==> config.mk <==
export PLATFORM = sky130hd
export DESIGN_NAME = dma_apb_port_arbiter
export DESIGN_NICKNAME = d
export VERILOG_FILES = /design/src/rtl/common_cells_pkg.sv /design/src/rtl/dma_rr_picker.sv /design/src/rtl/dma_apb_port_arbiter.sv
export SDC_FILE = /design/constraint.sdc
export NUM_CORES = 1
export LEC_CHECK = 0
export ABC_AREA = 1
export ABC_CLOCK_PERIOD_IN_PS = 2890
export CAP_MARGIN = 20
export CORE_AREA = 2 2 102 104
export CTS_CLUSTER_DIAMETER = 50
export DETAILED_ROUTE_END_ITERATION = 7
export DIE_AREA = 0 0 104 106
export PLACE_DENSITY_LB_ADDON = 0.12
export SLEW_MARGIN = 0
export SYNTH_ARGS = -nofsm -noshare
export SYNTH_HDL_FRONTEND = slang
export SYNTH_SLANG_ARGS = --single-unit
==> constraint.sdc <==
create_clock -name clk -period 2.89 [get_ports clk]
set_input_delay 0.578 -clock clk [delete_from_list [all_inputs] [get_ports clk]]
set_output_delay 0.578 -clock clk [all_outputs]
set_load 0.05 [all_outputs]
==> src/rtl/common_cells_pkg.sv <==
// rtl/common_cells_pkg.sv - shared FSM encoding and helpers for the DMA/APB port arbiter
package common_cells_pkg;

    localparam int APB_ARB_FSM_WIDTH = 2;

    typedef enum logic [APB_ARB_FSM_WIDTH-1:0] {
        FSM_APB_ARB_IDLE    = 2'b00,
        FSM_APB_ARB_GRANT   = 2'b01,
        FSM_APB_ARB_RELEASE = 2'b10
    } apb_arb_state_e;

    // Beat counter add that sticks at all-ones instead of wrapping.
    function automatic logic [15:0] beat_sat_add(input logic [15:0] cnt, input logic [1:0] inc);
        logic [16:0] sum;
        sum = {1'b0, cnt} + {15'b0, inc};
        return sum[16] ? 16'hFFFF : sum[15:0];
    endfunction

endpackage

==> src/rtl/dma_rr_picker.sv <==
// rtl/dma_rr_picker.sv - combinational round-robin search: first requester at or after ptr, with wrap
module dma_rr_picker #(
    parameter int N  = 4,
    parameter int PW = (N > 1) ? $clog2(N) : 1
) (
    input  logic [N-1:0]  i_req,
    input  logic [PW-1:0] i_ptr,
    output logic [N-1:0]  o_gnt,
    output logic [PW-1:0] o_idx,
    output logic          o_valid
);

    logic w_found;

    always_comb begin
        int j;
        o_gnt   = '0;
        o_idx   = '0;
        w_found = 1'b0;
        j       = 0;
        for (int k = 0; k < N; k++) begin
            j = int'(i_ptr) + k;
            if (j >= N) begin
                j = j - N;
            end
            if (!w_found && i_req[j]) begin
                w_found  = 1'b1;
                o_gnt[j] = 1'b1;
                o_idx    = PW'(j);
            end
        end
    end

    assign o_valid = |i_req;

endmodule

==> src/rtl/dma_apb_port_arbiter.sv <==
// rtl/dma_apb_port_arbiter.sv - round-robin, transfer-locked sharing of one DMA<->APB FIFO port
// Optional idle-beat watchdog: define DMA_APB_ARB_WDOG_EN.
module dma_apb_port_arbiter
    import common_cells_pkg::*;
#(
    parameter int NUM_CH         = 4,
    parameter int APB_SVL        = 4,
    parameter int APB_ADDR_WIDTH = 16,
    parameter int APB_DATA_WIDTH = 16,
    parameter int WDOG_CYCLES    = 1024,
    parameter int PSEL_W         = (APB_SVL > 1) ? $clog2(APB_SVL) : 1
) (
    input  logic                              clk,
    input  logic                              reset,
    input  logic                              enable,
    input  logic [NUM_CH-1:0]                 i_ch_req,
    input  logic [NUM_CH-1:0]                 i_ch_done,
    input  logic [NUM_CH-1:0]                 i_ch_wvalid,
    input  logic [NUM_CH-1:0]                 i_ch_rready,
    input  logic [NUM_CH-1:0]                 i_ch_pwrite,
    input  logic [NUM_CH*PSEL_W-1:0]          i_ch_psel,
    input  logic [NUM_CH*APB_DATA_WIDTH-1:0]  i_ch_pdata,
    input  logic [NUM_CH*APB_ADDR_WIDTH-1:0]  i_ch_paddr,
    output logic [NUM_CH-1:0]                 o_ch_gnt,
    output logic [NUM_CH-1:0]                 o_ch_full,
    output logic [NUM_CH-1:0]                 o_ch_empty,
    output logic [APB_DATA_WIDTH-1:0]         o_ch_pdata,
    output logic [NUM_CH-1:0]                 o_ch_abort,
    input  logic                              i_dma2apb_full,
    input  logic                              i_apb2dma_empty,
    input  logic [APB_DATA_WIDTH-1:0]         i_apb_pdata,
    output logic                              o_dma2apb_wvalid,
    output logic                              o_apb2dma_rready,
    output logic                              o_apb_pwrite,
    output logic [PSEL_W-1:0]                 o_apb_psel,
    output logic [APB_DATA_WIDTH-1:0]         o_apb_pdata,
    output logic [APB_ADDR_WIDTH-1:0]         o_apb_paddr,
    output logic                              o_busy,
    output logic [15:0]                       o_beat_cnt
);

    localparam int CH_W = (NUM_CH > 1) ? $clog2(NUM_CH) : 1;

    if (NUM_CH < 2 || NUM_CH > 8) begin : g_bad_num_ch
        $error("NUM_CH must be within 2..8");
    end
    if (WDOG_CYCLES < 2) begin : g_bad_wdog
        $error("WDOG_CYCLES must be at least 2");
    end

    apb_arb_state_e      r_state;
    logic [NUM_CH-1:0]   r_gnt;
    logic [CH_W-1:0]     r_winner;
    logic [CH_W-1:0]     r_rr_ptr;
    logic [15:0]         r_beat_cnt;

    logic [NUM_CH-1:0]   w_pick_oh;
    logic [CH_W-1:0]     w_pick_idx;
    logic                w_pick_valid;
    logic                w_push;
    logic                w_pop;
    logic [1:0]          w_inc;
    logic                w_end_xfer;

    dma_rr_picker #(
        .N  (NUM_CH),
        .PW (CH_W)
    ) u_picker (
        .i_req   (i_ch_req),
        .i_ptr   (r_rr_ptr),
        .o_gnt   (w_pick_oh),
        .o_idx   (w_pick_idx),
        .o_valid (w_pick_valid)
    );

    // Beat gating is purely combinational so granted beats see no extra latency.
    assign w_push = (|(i_ch_wvalid & r_gnt)) && !i_dma2apb_full;
    assign w_pop  = (|(i_ch_rready & r_gnt)) && !i_apb2dma_empty;
    assign w_inc  = {1'b0, w_push} + {1'b0, w_pop};

    assign o_dma2apb_wvalid = w_push;
    assign o_apb2dma_rready = w_pop;
    assign o_ch_full        = {NUM_CH{i_dma2apb_full}} | ~r_gnt;
    assign o_ch_empty       = {NUM_CH{i_apb2dma_empty}} | ~r_gnt;
    assign o_ch_pdata       = i_apb_pdata;
    assign o_ch_gnt         = r_gnt;
    assign o_busy           = (r_state != FSM_APB_ARB_IDLE);
    assign o_beat_cnt       = r_beat_cnt;

    assign w_end_xfer = i_ch_done[r_winner] || !i_ch_req[r_winner];

    // AND-OR mux: with no grant every downstream field collapses to zero.
    always_comb begin
        o_apb_pwrite = 1'b0;
        o_apb_psel   = '0;
        o_apb_pdata  = '0;
        o_apb_paddr  = '0;
        for (int i = 0; i < NUM_CH; i++) begin
            if (r_gnt[i]) begin
                o_apb_pwrite = o_apb_pwrite | i_ch_pwrite[i];
                o_apb_psel   = o_apb_psel   | i_ch_psel[i*PSEL_W +: PSEL_W];
                o_apb_pdata  = o_apb_pdata  | i_ch_pdata[i*APB_DATA_WIDTH +: APB_DATA_WIDTH];
                o_apb_paddr  = o_apb_paddr  | i_ch_paddr[i*APB_ADDR_WIDTH +: APB_ADDR_WIDTH];
            end
        end
    end

`ifdef DMA_APB_ARB_WDOG_EN
    localparam int WDOG_W = $clog2(WDOG_CYCLES);

    logic [WDOG_W-1:0]   r_wdog;
    logic [NUM_CH-1:0]   r_abort;

    assign o_ch_abort = r_abort;
`else
    assign o_ch_abort = '0;
`endif

    always_ff @(posedge clk) begin
        if (reset) begin
            r_state    <= FSM_APB_ARB_IDLE;
            r_gnt      <= '0;
            r_winner   <= '0;
            r_rr_ptr   <= '0;
            r_beat_cnt <= '0;
`ifdef DMA_APB_ARB_WDOG_EN
            r_wdog     <= '0;
            r_abort    <= '0;
`endif
        end else begin
`ifdef DMA_APB_ARB_WDOG_EN
            r_abort <= '0;
`endif
            case (r_state)
                FSM_APB_ARB_IDLE: begin
                    if (enable && w_pick_valid) begin
                        r_state    <= FSM_APB_ARB_GRANT;
                        r_gnt      <= w_pick_oh;
                        r_winner   <= w_pick_idx;
                        r_beat_cnt <= '0;
`ifdef DMA_APB_ARB_WDOG_EN
                        r_wdog     <= '0;
`endif
                    end
                end

                FSM_APB_ARB_GRANT: begin
                    r_beat_cnt <= beat_sat_add(r_beat_cnt, w_inc);
                    if (w_end_xfer) begin
                        r_state <= FSM_APB_ARB_RELEASE;
                        r_gnt   <= '0;
                    end
`ifdef DMA_APB_ARB_WDOG_EN
                    else if (w_inc != 2'd0) begin
                        r_wdog <= '0;
                    end else if (r_wdog == WDOG_W'(WDOG_CYCLES - 1)) begin
                        r_abort[r_winner] <= 1'b1;
                        r_state           <= FSM_APB_ARB_RELEASE;
                        r_gnt             <= '0;
                        r_wdog            <= '0;
                    end else begin
                        r_wdog <= r_wdog + WDOG_W'(1);
                    end
`endif
                end

                FSM_APB_ARB_RELEASE: begin
                    r_state  <= FSM_APB_ARB_IDLE;
                    r_gnt    <= '0;
                    r_rr_ptr <= (r_winner == CH_W'(NUM_CH - 1)) ? '0 : r_winner + CH_W'(1);
                end

                default: begin
                    r_state <= FSM_APB_ARB_IDLE;
                    r_gnt   <= '0;
                end
            endcase
        end
    end

endmodule

* Word level (Yosys, flattened, before mapping)
Cells that the tools add are included.
Word-level totals: bits of input ports 177, output and inout bits 86, bits in registers 26, word-level logic and storage cells 144
Operators by class: add/subtract/negate cells 10, equal/unequal tests 5, order comparisons 13, bitwise logic cells 20, reductions and logical operators 26, multiplexer cells 65
Operators by type and width (count):
- 16-bit 2-to-1 mux | 10
- 32-bit by 1-bit >= comparator with 1-bit output, second input constant | 4
- 32-bit by 4-bit less-than comparator with 1-bit output, second input constant | 4
- 32-bit 2-to-1 mux | 4
- 32-bit by 4-bit >= comparator with 1-bit output, second input constant | 3
- 16-bit bitwise OR | 6
- 32-bit by 4-bit subtractor with 32-bit output, second input constant | 3
- 16-bit one-hot mux with 2 select lines | 1
- 4-bit 2-to-1 mux | 6
- 2-bit 2-to-1 mux | 11
- 1-bit 2-to-1 mux | 21
- 4-bit bitwise OR | 5
- 16-bit by 2-bit adder with 17-bit output | 1
- 1-bit binary-select mux with 2-bit select | 6
- 4-bit OR reduction | 3
- 1-bit logical AND | 10
- 4-bit AND | 2
- 1-bit demux with 2-bit select | 4
- 4-bit one-hot mux with 2 select lines | 1
- 2-bit by 2-bit adder with 3-bit output, second input constant | 2
- 1-bit zero test | 6
- 2-bit bitwise OR | 3
- 2-bit AND reduction | 3
- 2-bit == test, second input constant | 2
- 14 further kinds | 18

* Depth between registers and ports, before layout
Gate-level depths: netlist of the first run.
depth after elaboration 17, gate-level depth with buffers 15, mapped depth without buffers 15

* Cells and area by module
From an unflattened synthesis of the first run, not the netlist that was laid out.
Unflattened totals: cells, all modules 545, area, all modules 3170.5 um^2
Modules (own cells, without submodules):
- dma_apb_port_arbiter | seq. area each 520.5 um^2, times used 1, cells each 459, area an instance 2598.7 um^2
- dma_rr_picker | seq. area each 0.0 um^2, times used 1, cells each 86, area an instance 571.8 um^2

* Worst setup path before layout of the first run
OpenSTA, ideal clock, no wires.
path type register to register, start point reg r_gnt[0], in the netlist o_ch_gnt[0], end point reg r_beat_cnt[14], in the netlist o_beat_cnt[14], required time 2.776 ns, setup time 0.114 ns, data arrival time 2.549 ns, clock period less this slack 2.664 ns, setup slack 0.226 ns, cell stages (with the launch flop) 15, buffers on the path 0, path through dfxtp_1 -> a22o_1 -> o21ai_0 -> fa_1 -> inv_1 -> ha_1 -> nand2_2 -> nor3_4 -> nand2_2 -> nor2_4 -> nand2_2 -> clkinv_4 -> nand4_1 -> nand3_1 -> nand2_1
On the way: word-level cells in the longest chain between the ends 7, elaborated cells on any way between the ends 10, classes of those cells 2 x add/sub; 2 x mux; 2 x bitwise; 4 x reduce/logical
RTL lines:
- start, declared | line dma_apb_port_arbiter.sv:52 | logic [NUM_CH-1:0] r_gnt;
- start signal, assigned | line dma_apb_port_arbiter.sv:138 | r_gnt <= w_pick_oh;
- 4-bit AND, on equally long branches | line dma_apb_port_arbiter.sv:77, dma_apb_port_arbiter.sv:78
- 4-bit OR reduction, on equally long branches | line dma_apb_port_arbiter.sv:77, dma_apb_port_arbiter.sv:78
- 1-bit logical AND, on equally long branches | line dma_apb_port_arbiter.sv:77, dma_apb_port_arbiter.sv:78
- 1-bit by 1-bit adder with 2-bit output * | line dma_apb_port_arbiter.sv:79 | assign w_inc = {1'b0, w_push} + {1'b0, w_pop};
- 16-bit by 2-bit adder with 17-bit output * | line common_cells_pkg.sv:15 | sum = {1'b0, cnt} + {15'b0, inc};
- 16-bit 2-to-1 mux * | line common_cells_pkg.sv:16 | return sum[16] ? 16'hFFFF : sum[15:0];
- 16-bit one-hot mux with 2 select lines * | line dma_apb_port_arbiter.sv:134 | case (r_state)
- end signal, assigned | line dma_apb_port_arbiter.sv:148 | r_beat_cnt <= beat_sat_add(r_beat_cnt, w_inc);
- end, declared | line dma_apb_port_arbiter.sv:55 | logic [15:0] r_beat_cnt;
Every way passes the cells marked *; elsewhere a longest branch is shown, timed or not. A chain may end at the register's enable or synchronous reset.

* Worst setup path in the final report of the first run
start point in i_ch_rready[3], end point reg r_beat_cnt[5], in the netlist o_beat_cnt[5]
On the way: word-level cells in the longest chain between the ends 7
RTL lines:
- start, declared | line dma_apb_port_arbiter.sv:19 | input logic [NUM_CH-1:0] i_ch_rready,
- 4-bit AND | line dma_apb_port_arbiter.sv:78 | assign w_pop = (|(i_ch_rready & r_gnt)) && !i_apb2dma_empty;
- 4-bit OR reduction | line dma_apb_port_arbiter.sv:78
- 1-bit logical AND | line dma_apb_port_arbiter.sv:78
- 1-bit by 1-bit adder with 2-bit output | line dma_apb_port_arbiter.sv:79
- 16-bit by 2-bit adder with 17-bit output | line common_cells_pkg.sv:15
- 16-bit 2-to-1 mux | line common_cells_pkg.sv:16
- 16-bit one-hot mux with 2 select lines | line dma_apb_port_arbiter.sv:134
Every way passes these cells.

==> results.ini, run 1 <==
[run_status]
outcome=finished clean

[synthesis]
ys_seq_elements=26
synth_cell_types=40
yosysSeqAreaShare_pct=17.7
syn_inst=495
syn_area_mm2=0.00295
ys_warn_count=0
avgSynthCellArea_um2=5.95

[grt]
grt_remaining_overflow=0
grt_usage_pct=21.8
grt_start_max_net_pins=38
antenna_found_initial=0
grt_pass1_wl_mm=19.6
grt_pass1_vias=3810

[clock_tree]
h-tree-depth=1
cts_tree=yes
clock-sinks=26
cts_root_buffer=clkbuf_8
numCtsBuffers=3
path_clk_slew_ns=0.09
clk_latency_ns=0.27
cts.path.max_buffers=2

[detailed_routing]
final_antenna_net_count=0
first_pass_iters=4
vias_per_cell=4.73
route.detailed.drc=0
vias=3966
wirelength_mm=12.5
drtIter0Drc=175
wl_per_cell_um=14.9

[pwr]
irDropWorstVdd_mv=0.238
switchingPower_uw=700
intPower_mw=1.09
switching_share_pct=39.2
power_frac_comb_pct=61.4
power.leakage_nw=2.31
power.density_mw_per_mm2=312
p_seq_share_pct=21.6
pwr-share-clk_pct=17.1

[critical_path]
critPathMaxFanout=7
path_buf_inv=3
crit_slowest_cell=clkdlybuf4s50_1
cpPeakStageDelay_ns=0.46
cp-start-kind=input pin
crit_type=input pin to flop
critPathMostFrequentCell=nand2_2
cp_top_family=simple AND/OR/NAND/NOR gates
worst-endpoint-arrival_ns=2.93
cp-end-kind=flop
r2r_setup_slack_ns=0.36
required_ns=3.11
worstPathCellList=clkdlybuf4s50_1 -> a22o_1 -> o21ai_2 -> fa_1 -> inv_1 -> ha_1 -> nand2_2 -> nor3_4 -> nand2_2 -> nor2_4 -> nand2_2 -> clkinv_4 -> nand3_4 -> nand3_1

[floorplan]
fp-row-count=37
die_y_um=106
dieArea_mm2=0.0110
floorplan.core_area_mm2=0.0100
die_x_um=104
start_util_pct=29.5
ios=263

[sta]
fmax_ghz=0.369
fin_ws_ns=0.178
fin_crit_ns=2.71
period_share_pct=93.8
fin_skew_ns=0.00213
grt_setup_unrepaired=no
slew_headroom_pct=63.3
hold_viol_final=0
drv_slew=0
setup_viol=0
finalSetupTns_ns=0
worst_slew_pin_slew_ns=0.548

[final_layout]
nNetsFinal=888
layout_commonest_cell=nand2_1
antenna_cells=0
utilization_pct=57.4
drive_gt1_share_pct=16.2
final_cell_mix=nand2_1, clkdlybuf4s50_1, nand3_1, buf_12, nand4_1
syn2layout_area_growth_pct=94.7

[place]
dp_hpwl_mm=10.4
gp_congestion=0.863
post-place-ws_ns=-0.212
portBuffers=226

[job]
max_cap_viol_count=0

[min_path]
min_path_type=flop to flop

## Yosys cell counts
| master | instances | area share [%] |
|---|---|---|
| nand2_1 | 210 | 27 |
| nand3_1 | 41 | 7.0 |
| nand4_1 | 37 | 7.9 |
| inv_1 | 27 | 3.4 |
| dfxtp_1 | 26 | 18 |
| buf_4 | 20 | 5.1 |
| clkbuf_1 | 13 | 1.7 |
| a21oi_1 | 12 | 2.0 |
| nor2_1 | 11 | 1.4 |
| o21ai_0 | 11 | 1.9 |
| nand2_2 | 10 | 2.1 |
| o21ai_1 | 10 | 1.7 |
| ha_1 | 6 | 2.5 |
| nor2_2 | 6 | 1.3 |
| inv_2 | 5 | 0.64 |
| xor2_1 | 5 | 1.5 |
| a21boi_0 | 4 | 1.0 |
| a21oi_2 | 4 | 1.2 |
| a22o_1 | 4 | 1.2 |
| buf_1 | 4 | 0.51 |
| nand2_4 | 3 | 1.1 |
| buf_2 | 2 | 0.34 |
| nand2_8 | 2 | 1.4 |
| nand3_4 | 2 | 1.2 |
| nor2_4 | 2 | 0.76 |
| nor3_4 | 2 | 1.1 |
| o211ai_1 | 2 | 0.51 |
| o211ai_2 | 2 | 0.85 |
| buf_6 | 1 | 0.38 |
| bufinv_8 | 1 | 0.59 |
| clkinv_4 | 1 | 0.30 |
| conb_1 | 1 | 0.13 |
| fa_1 | 1 | 0.68 |
| inv_6 | 1 | 0.30 |
| nand3b_1 | 1 | 0.25 |
| nor2_8 | 1 | 0.68 |
| nor3_1 | 1 | 0.17 |
| o21ai_2 | 1 | 0.30 |
| o221ai_1 | 1 | 0.30 |
| or2_2 | 1 | 0.21 |
## power groups by stage
stage | Sequential (mW) | Combinational [mW] | Clock (mW)
4_1_cts | 0.385 | 1.10 | 0.311
3_3_place_gp | 0.394 | 1.09 | 0
3_5_place_dp | 0.393 | 1.10 | 0
6_report | 0.385 | 1.10 | 0.305
2_1_floorplan | 0.399 | 0.558 | 0
5_1_grt | 0.387 | 1.16 | 0.331
## per-layer routing
metal	vias to the layer above	track usage (%)	part of all wire, %
met3	23	5.03	7.3
met4	0	6.08	2.3
met2	165	41.4	52
met5	-	0	0
met1	1759	24.2	38
li1	2019	-	-
## worst min-delay path: cells and delay by family, from the launching register on
kind	cells	cell delay, ns
DFF	1	0.36
and+or+nand+nor	2	0.12
## through the flow
step	std cells	total power, mW	hold WS, ns	area [µm²]
after floorplan	498	0.957	0.476	2960
after global placement	834	1.49	0.501	5650
after detailed placement	834	1.49	0.519	5650
after CTS	838	1.80	0.532	5720
after global routing	839	1.88	0.561	5740
final	839	1.79	0.528	5740
## area by class of cell
cell class / count / area, µm²
fillers: 957 / 4260
repair buffers: 241 / 2770
multi-input cells: 397 / 2050
flip-flops and latches: 26 / 520
well taps: 136 / 170
inverters: 35 / 155
clock buffers: 3 / 41.3
clock inverters: 1 / 30.0
## logic make-up after synthesis
family | count (synthesis) | synth area share [%]
other | 1 | 0.127
buffers and inverters | 75 | 13.3
flip-flops | 26 | 17.7
AND/OR/NAND/NOR | 330 | 53.3
XOR/XNOR | 5 | 1.49
adder cells (fa/ha/maj) | 7 | 3.23
AO/OA/AOI/OAI | 51 | 11.0
## sequential cells by signal, summed over array words and instances (netlist names)
signal	count
o_beat_cnt	16
o_ch_gnt	4
r_rr_ptr	2
r_state	2
r_winner	2
## repair_timing
item | 4_1_cts | 5_1_grt
hold buffers | 0 | 0
gates resized for setup | 0 | 4
setup buffers | 0 | 1
endpoints found under the setup margin | 0 | 13
## final timing paths
check / start / end / cells after the start
max: i_ch_rready[3] / o_beat_cnt[5] / 14
min: o_beat_cnt[3] / o_beat_cnt[3] / 2
min reg2reg: o_beat_cnt[3] / o_beat_cnt[3] / 2
max reg2reg: o_ch_gnt[3] / o_beat_cnt[5] / 13
(Power assumes the default switching activity.)
==> inputs of run 2 (changes only) <==
--- a/config.mk
+++ b/config.mk
@@ -13,6 +13,7 @@
 export DETAILED_ROUTE_END_ITERATION = 7
 export DIE_AREA = 0 0 104 106
 export PLACE_DENSITY_LB_ADDON = 0.12
+export SETUP_SLACK_MARGIN = 0.05
 export SLEW_MARGIN = 0
 export SYNTH_ARGS = -nofsm -noshare
 export SYNTH_HDL_FRONTEND = slang
==> run 2 against run 1 <==
  * Register-to-register slack about the same
  * Worst hold slack better by 0.00099 ns
  * Largest cell class unchanged
  * Sequential share of layout area about the same
  * Power hardly changed
  * Critical path depth down 1
  * Clock skew about the same
==> results.ini, run 2 (same netlist as run 1, synthesis figures left out) <==
[sta]
period_share_pct=93.8
worst_slew_pin_slew_ns=0.548
fin_skew_ns=0.00221
fin_crit_ns=2.71
setup_viol=0
whs_ns=0.529
fmax_ghz=0.369
drv_slew=0
hold_viol_final=0
slew_headroom_pct=63.4
grt_setup_unrepaired=no

[grt]
grt_start_max_net_pins=38
grt_pass1_wl_mm=19.6
grt_usage_pct=21.8
antenna_found_initial=0
grt_remaining_overflow=0
grt_pass1_vias=3810

[critical_path]
worst-endpoint-arrival_ns=2.88
crit_type=input pin to flop
cp-start-kind=input pin
critPathMaxFanout=3
cp-end-kind=flop
required_ns=3.06

[min_path]
min_path_type=flop to flop

[detailed_routing]
drtIter0Drc=190
vias_per_cell=4.74
wl_per_cell_um=15.0
vias=3979
first_pass_iters=4
final_antenna_net_count=0
wirelength_mm=12.6
route.detailed.drc=0

[pwr]
power.density_mw_per_mm2=311
power.leakage_nw=2.32
irDropWorstVdd_mv=0.238
power_mw=1.79

[floorplan]
die_x_um=104
dieArea_mm2=0.0110
fp-row-count=37
die_y_um=106
floorplan.core_area_mm2=0.0100
ios=263
start_util_pct=29.5

[final_layout]
syn2layout_area_growth_pct=95.0
drive_gt1_share_pct=16.3
design_area_mm2=0.00574
layout_commonest_cell=nand2_1
largest_register_ffs=16
antenna_cells=0
final_cell_mix=nand2_1, clkdlybuf4s50_1, nand3_1, buf_12, nand4_1
nNetsFinal=889

[clock_tree]
clock-sinks=26
cts_tree=yes
cts.path.max_buffers=2
path_clk_slew_ns=0.09
h-tree-depth=1
numCtsBuffers=3
cts_root_buffer=clkbuf_8
clk_latency_ns=0.27

[job]
max_cap_viol_count=0

[place]
gp_congestion=0.863
dp_hpwl_mm=10.4
placed_cell_area_mm2=0.00565
portBuffers=226

[run_status]
outcome=finished clean

==> run 2: changes by cell type in the layout (fill, tap and decap cells not counted) <==
cell / before / now
buf_4: 23 / 24
==> run 2: cell type report <==
type | count | area, µm²
Sequential cell | 26 | 520
Tap cell | 136 | 170
Timing Repair Buffer | 242 | 2770
Multi-Input combinational cell | 397 | 2050
Inverter | 35 | 155
Clock buffer | 3 | 41.3
Clock inverter | 1 | 30.0
Fill cell | 957 | 4260
==> run 2: through the flow <==
stage	utilization, %	setup WS [ns]	instances	TNS, ns
global placement	56.5	-0.136	834	-1.43
CTS	57.2	0.0692	838	0
floorplan	-	0.226	498	0
finish	57.4	0.179	840	0
global route	57.4	0.0297	840	0
detailed placement	56.5	-0.212	834	-2.52
==> run 2: per-layer routing <==
metal / global-route usage [%] / part of all wire (%) / up-vias
li1: - / - / 2022
met1: 24.2 / 38 / 1772
met2: 41.4 / 52 / 162
met3: 5.03 / 7.3 / 23
met4: 6.08 / 2.3 / 0
met5: 0 / 0 / -
==> run 2: what timing repair did <==
item / 4_1_cts / 5_1_grt
hold buffers: 0 / 0
setup endpoints to repair: 0 / 16
buffers inserted: 0 / 2
resized for setup: 0 / 4
==> run 2: worst paths after layout <==
path / to / startpoint / cells past startpoint / slack, ns
hold reg to reg: o_beat_cnt[3] / o_beat_cnt[3] / 2 / 0.53
hold / removal: o_beat_cnt[3] / o_beat_cnt[3] / 2 / 0.53
setup / recovery: o_beat_cnt[10] / i_ch_rready[3] / 13 / 0.18
setup reg to reg: o_beat_cnt[10] / o_ch_gnt[3] / 12 / 0.37
==> run 2: where the power goes <==
| part | switching [mW] | internal, mW |
|---|---|---|
| registers | 0.0164 | 0.369 |
| logic | 0.564 | 0.533 |
| clock network | 0.119 | 0.185 |
==> run 2: critical path, cell delays in order <==
cell,delay (ns)
clkdlybuf4s50_1,0.46
a22o_1,0.19
o21ai_2,0.10
fa_1,0.39
inv_1,0.09
ha_1,0.18
nand2_2,0.09
nor3_4,0.25
nand2_2,0.11
buf_4,0.14
xor2_1,0.13
o21ai_1,0.11
o21ai_0,0.08
==> inputs of run 3 (changes only) <==
--- a/config.mk
+++ b/config.mk
@@ -5,14 +5,13 @@
 export SDC_FILE = /design/constraint.sdc
 export NUM_CORES = 1
 export LEC_CHECK = 0
-export ABC_AREA = 1
 export ABC_CLOCK_PERIOD_IN_PS = 2890
 export CAP_MARGIN = 20
-export CORE_AREA = 2 2 102 104
+export CORE_AREA = 2 2 101 103
 export CTS_CLUSTER_DIAMETER = 50
 export DETAILED_ROUTE_END_ITERATION = 7
-export DIE_AREA = 0 0 104 106
-export PLACE_DENSITY_LB_ADDON = 0.12
+export DIE_AREA = 0 0 103 105
+export PLACE_DENSITY = 0.78
 export SETUP_SLACK_MARGIN = 0.05
 export SLEW_MARGIN = 0
 export SYNTH_ARGS = -nofsm -noshare
==> run 3 against run 2 <==
  * Final cell count fell by 15%
  * Fmax down 0.37%
  * Clock power decreased by 32%
  * Wire length rose by 3.3%
  * Via count shrank 2.6%
  * Final area decreased by 2.9%
  * Worst setup slack lost 0.010 ns
  * Largest cell class unchanged
  * Largest power group unchanged
==> results.ini, run 3 <==
[sta]
fin_skew_ns=0.00308
setup_viol=0
fmax_ghz=0.367
worst_slew_pin_slew_ns=0.700
slew_headroom_pct=53.2
hold_viol_final=0
fin_crit_ns=2.72
grt_setup_unrepaired=yes
drv_slew=0
period_share_pct=94.2
finalSetupTns_ns=0

[final_layout]
fin_cells=718
multi_input_area_mm2=0.00203
nNetsFinal=771
final_cell_mix=clkdlybuf4s50_1, a22oi_1, nand2_1
layout_commonest_cell=clkdlybuf4s50_1
largest_register_ffs=16
seq_area_um2=523
nFillCells=867
drive_gt1_share_pct=15.4
syn2layout_area_growth_pct=92.7
antenna_cells=0

[grt]
use_met1_pct=26.6
grt_pass1_vias=3844
grt_start_max_net_pins=40
grt_remaining_overflow=0
use_met3_pct=3.88
grt_pass1_wl_mm=19.5
met2_usage_pct=41.1
grt_usage_pct=22.5
busiest_layer=met2
antenna_found_initial=0

[clock_tree]
cts_hold_buf=0
cts.path.max_buffers=2
cts_tree=yes
numCtsBuffers=3
path_clk_slew_ns=0.09
cts_root_buffer=clkbuf_8
clk_latency_ns=0.27
clock-sinks=26
h-tree-depth=1

[job]
max_cap_viol_count=0

[min_path]
min_path_type=flop to flop

[place]
dp_hpwl_mm=10.3
portBuffers=226
dp.cells=712
gp_congestion=0.875

[synthesis]
async_flop_share_pct=0
syn_area_mm2=0.00290
synthFlopType=dfxtp_1
synth_area_leader_cell=a22oi_1
synth_edf_count=0
synth_area_leaders=a22oi_1, dfxtp_1, nand2_1, buf_4, o21ai_0
synth_cell_types=71
ys_warn_count=0
synth_top_area_share_pct=19.2
avgSynthCellArea_um2=7.54
yosysSeqAreaShare_pct=18.0
synth_most_common_cell=a22oi_1
syn_inst=384
synth_common_cells=a22oi_1, nand2_1, dfxtp_1
ys_seq_elements=26

[floorplan]
die_x_um=103
start_util_pct=30.0
floorplan.core_area_mm2=0.00964
dieArea_mm2=0.0108
die_y_um=105
ios=263
fp-row-count=36

[pwr]
power.leakage_nw=2.20
irDropWorstVdd_mv=0.250
power.density_mw_per_mm2=327
power_mw=1.82

[critical_path]
critPathMaxFanout=11
cp-end-kind=flop
crit_type=input pin to flop
cp-start-kind=input pin
worst-endpoint-arrival_ns=2.95
required_ns=3.11

[detailed_routing]
wl_per_cell_um=18.2
route.detailed.drc=0
vias_per_cell=5.40
wirelength_mm=13.0
drtIter0Drc=174
final_antenna_net_count=0
vias=3877
first_pass_iters=5

[run_status]
outcome=finished clean

[run 3: cell types whose count changed after synthesis, moves of 6 or more]
cell,before,now
nand4_1,37,0
nand2_1,210,50
nand3_1,41,1
a22oi_1,0,74
inv_1,27,15
and3_1,0,6
o21ai_0,11,17
nand2b_1,0,10
nand2_2,10,0
a21o_1,0,8
[run 3: worst max-delay path: stages]
cell and delay [ns]:
clkdlybuf4s50_1 0.49, a22oi_1 0.11, a21o_1 0.22, fa_2 0.42, inv_1 0.08, ha_1 0.18
nand3_2 0.12, nor2_4 0.20, nand3_4 0.17, buf_4 0.18, a21o_1 0.14, nand2_1 0.05
[run 3: path summary, 6_finish.rpt]
path	startpoint	end	slack, ns	cells past startpoint
max	i_ch_wvalid[3]	o_beat_cnt[11]	0.17	12
min	o_beat_cnt[9]	o_beat_cnt[9]	0.51	2
max reg2reg	o_ch_gnt[2]	o_beat_cnt[11]	0.39	11
min reg2reg	o_beat_cnt[9]	o_beat_cnt[9]	0.51	2
[run 3: cells by family (layout without fill, tap and decap cells)]
kind of cell    count (synthesis)  after routing  share of synthesized area, %
buf+inv                        65            263                          12.6
other cells                     1              4                         0.130
simple gates                  112            112                          21.0
flops                          26             26                          18.0
mux                            10             10                          4.41
compound gates                163            163                          40.6
fa+ha+maj                       7              7                          3.28
[run 3: metal layers]
layer | share of wire (%) | wire length (µm) | vias to the layer above
met5 | 0 | 0 | -
met4 | 1.8 | 235 | 0
met3 | 9.1 | 1190 | 19
met2 | 51 | 6710 | 189
met1 | 38 | 4920 | 1825
li1 | - | - | 1844
[run 3: what timing repair did]
item / in CTS / in global routing
setup endpoints to repair: 0 / 16
gates resized for setup: 0 / 3
setup buffers: 0 / 3
[run 3: cell type report]
class                      instances  area share (%)
clock buffer                       3           0.740
inverter                          16            1.08
multi-input combinational        296            36.4
sequential                        26            9.38
tap                              133            2.98
timing repair buffer             244            49.4
[run 3: per-stage QoR]
step           area [µm²]  util (%)  hold slack [ns]  setup slack, ns
5_1_grt              5580      57.9            0.534           0.0425
6_report             5580      57.9            0.506            0.169
3_3_place_gp         5510      57.1            0.474           -0.144
3_5_place_dp         5510      57.1            0.489           -0.215
2_1_floorplan        2910         -            0.501            0.157
4_1_cts              5550      57.6            0.501           0.0543
[run 3: power breakdown]
group | internal (mW) | switching, mW
Clock | 0.0936 | 0.113
Combinational | 0.599 | 0.632
Sequential | 0.370 | 0.0168
Total | 1.06 | 0.762
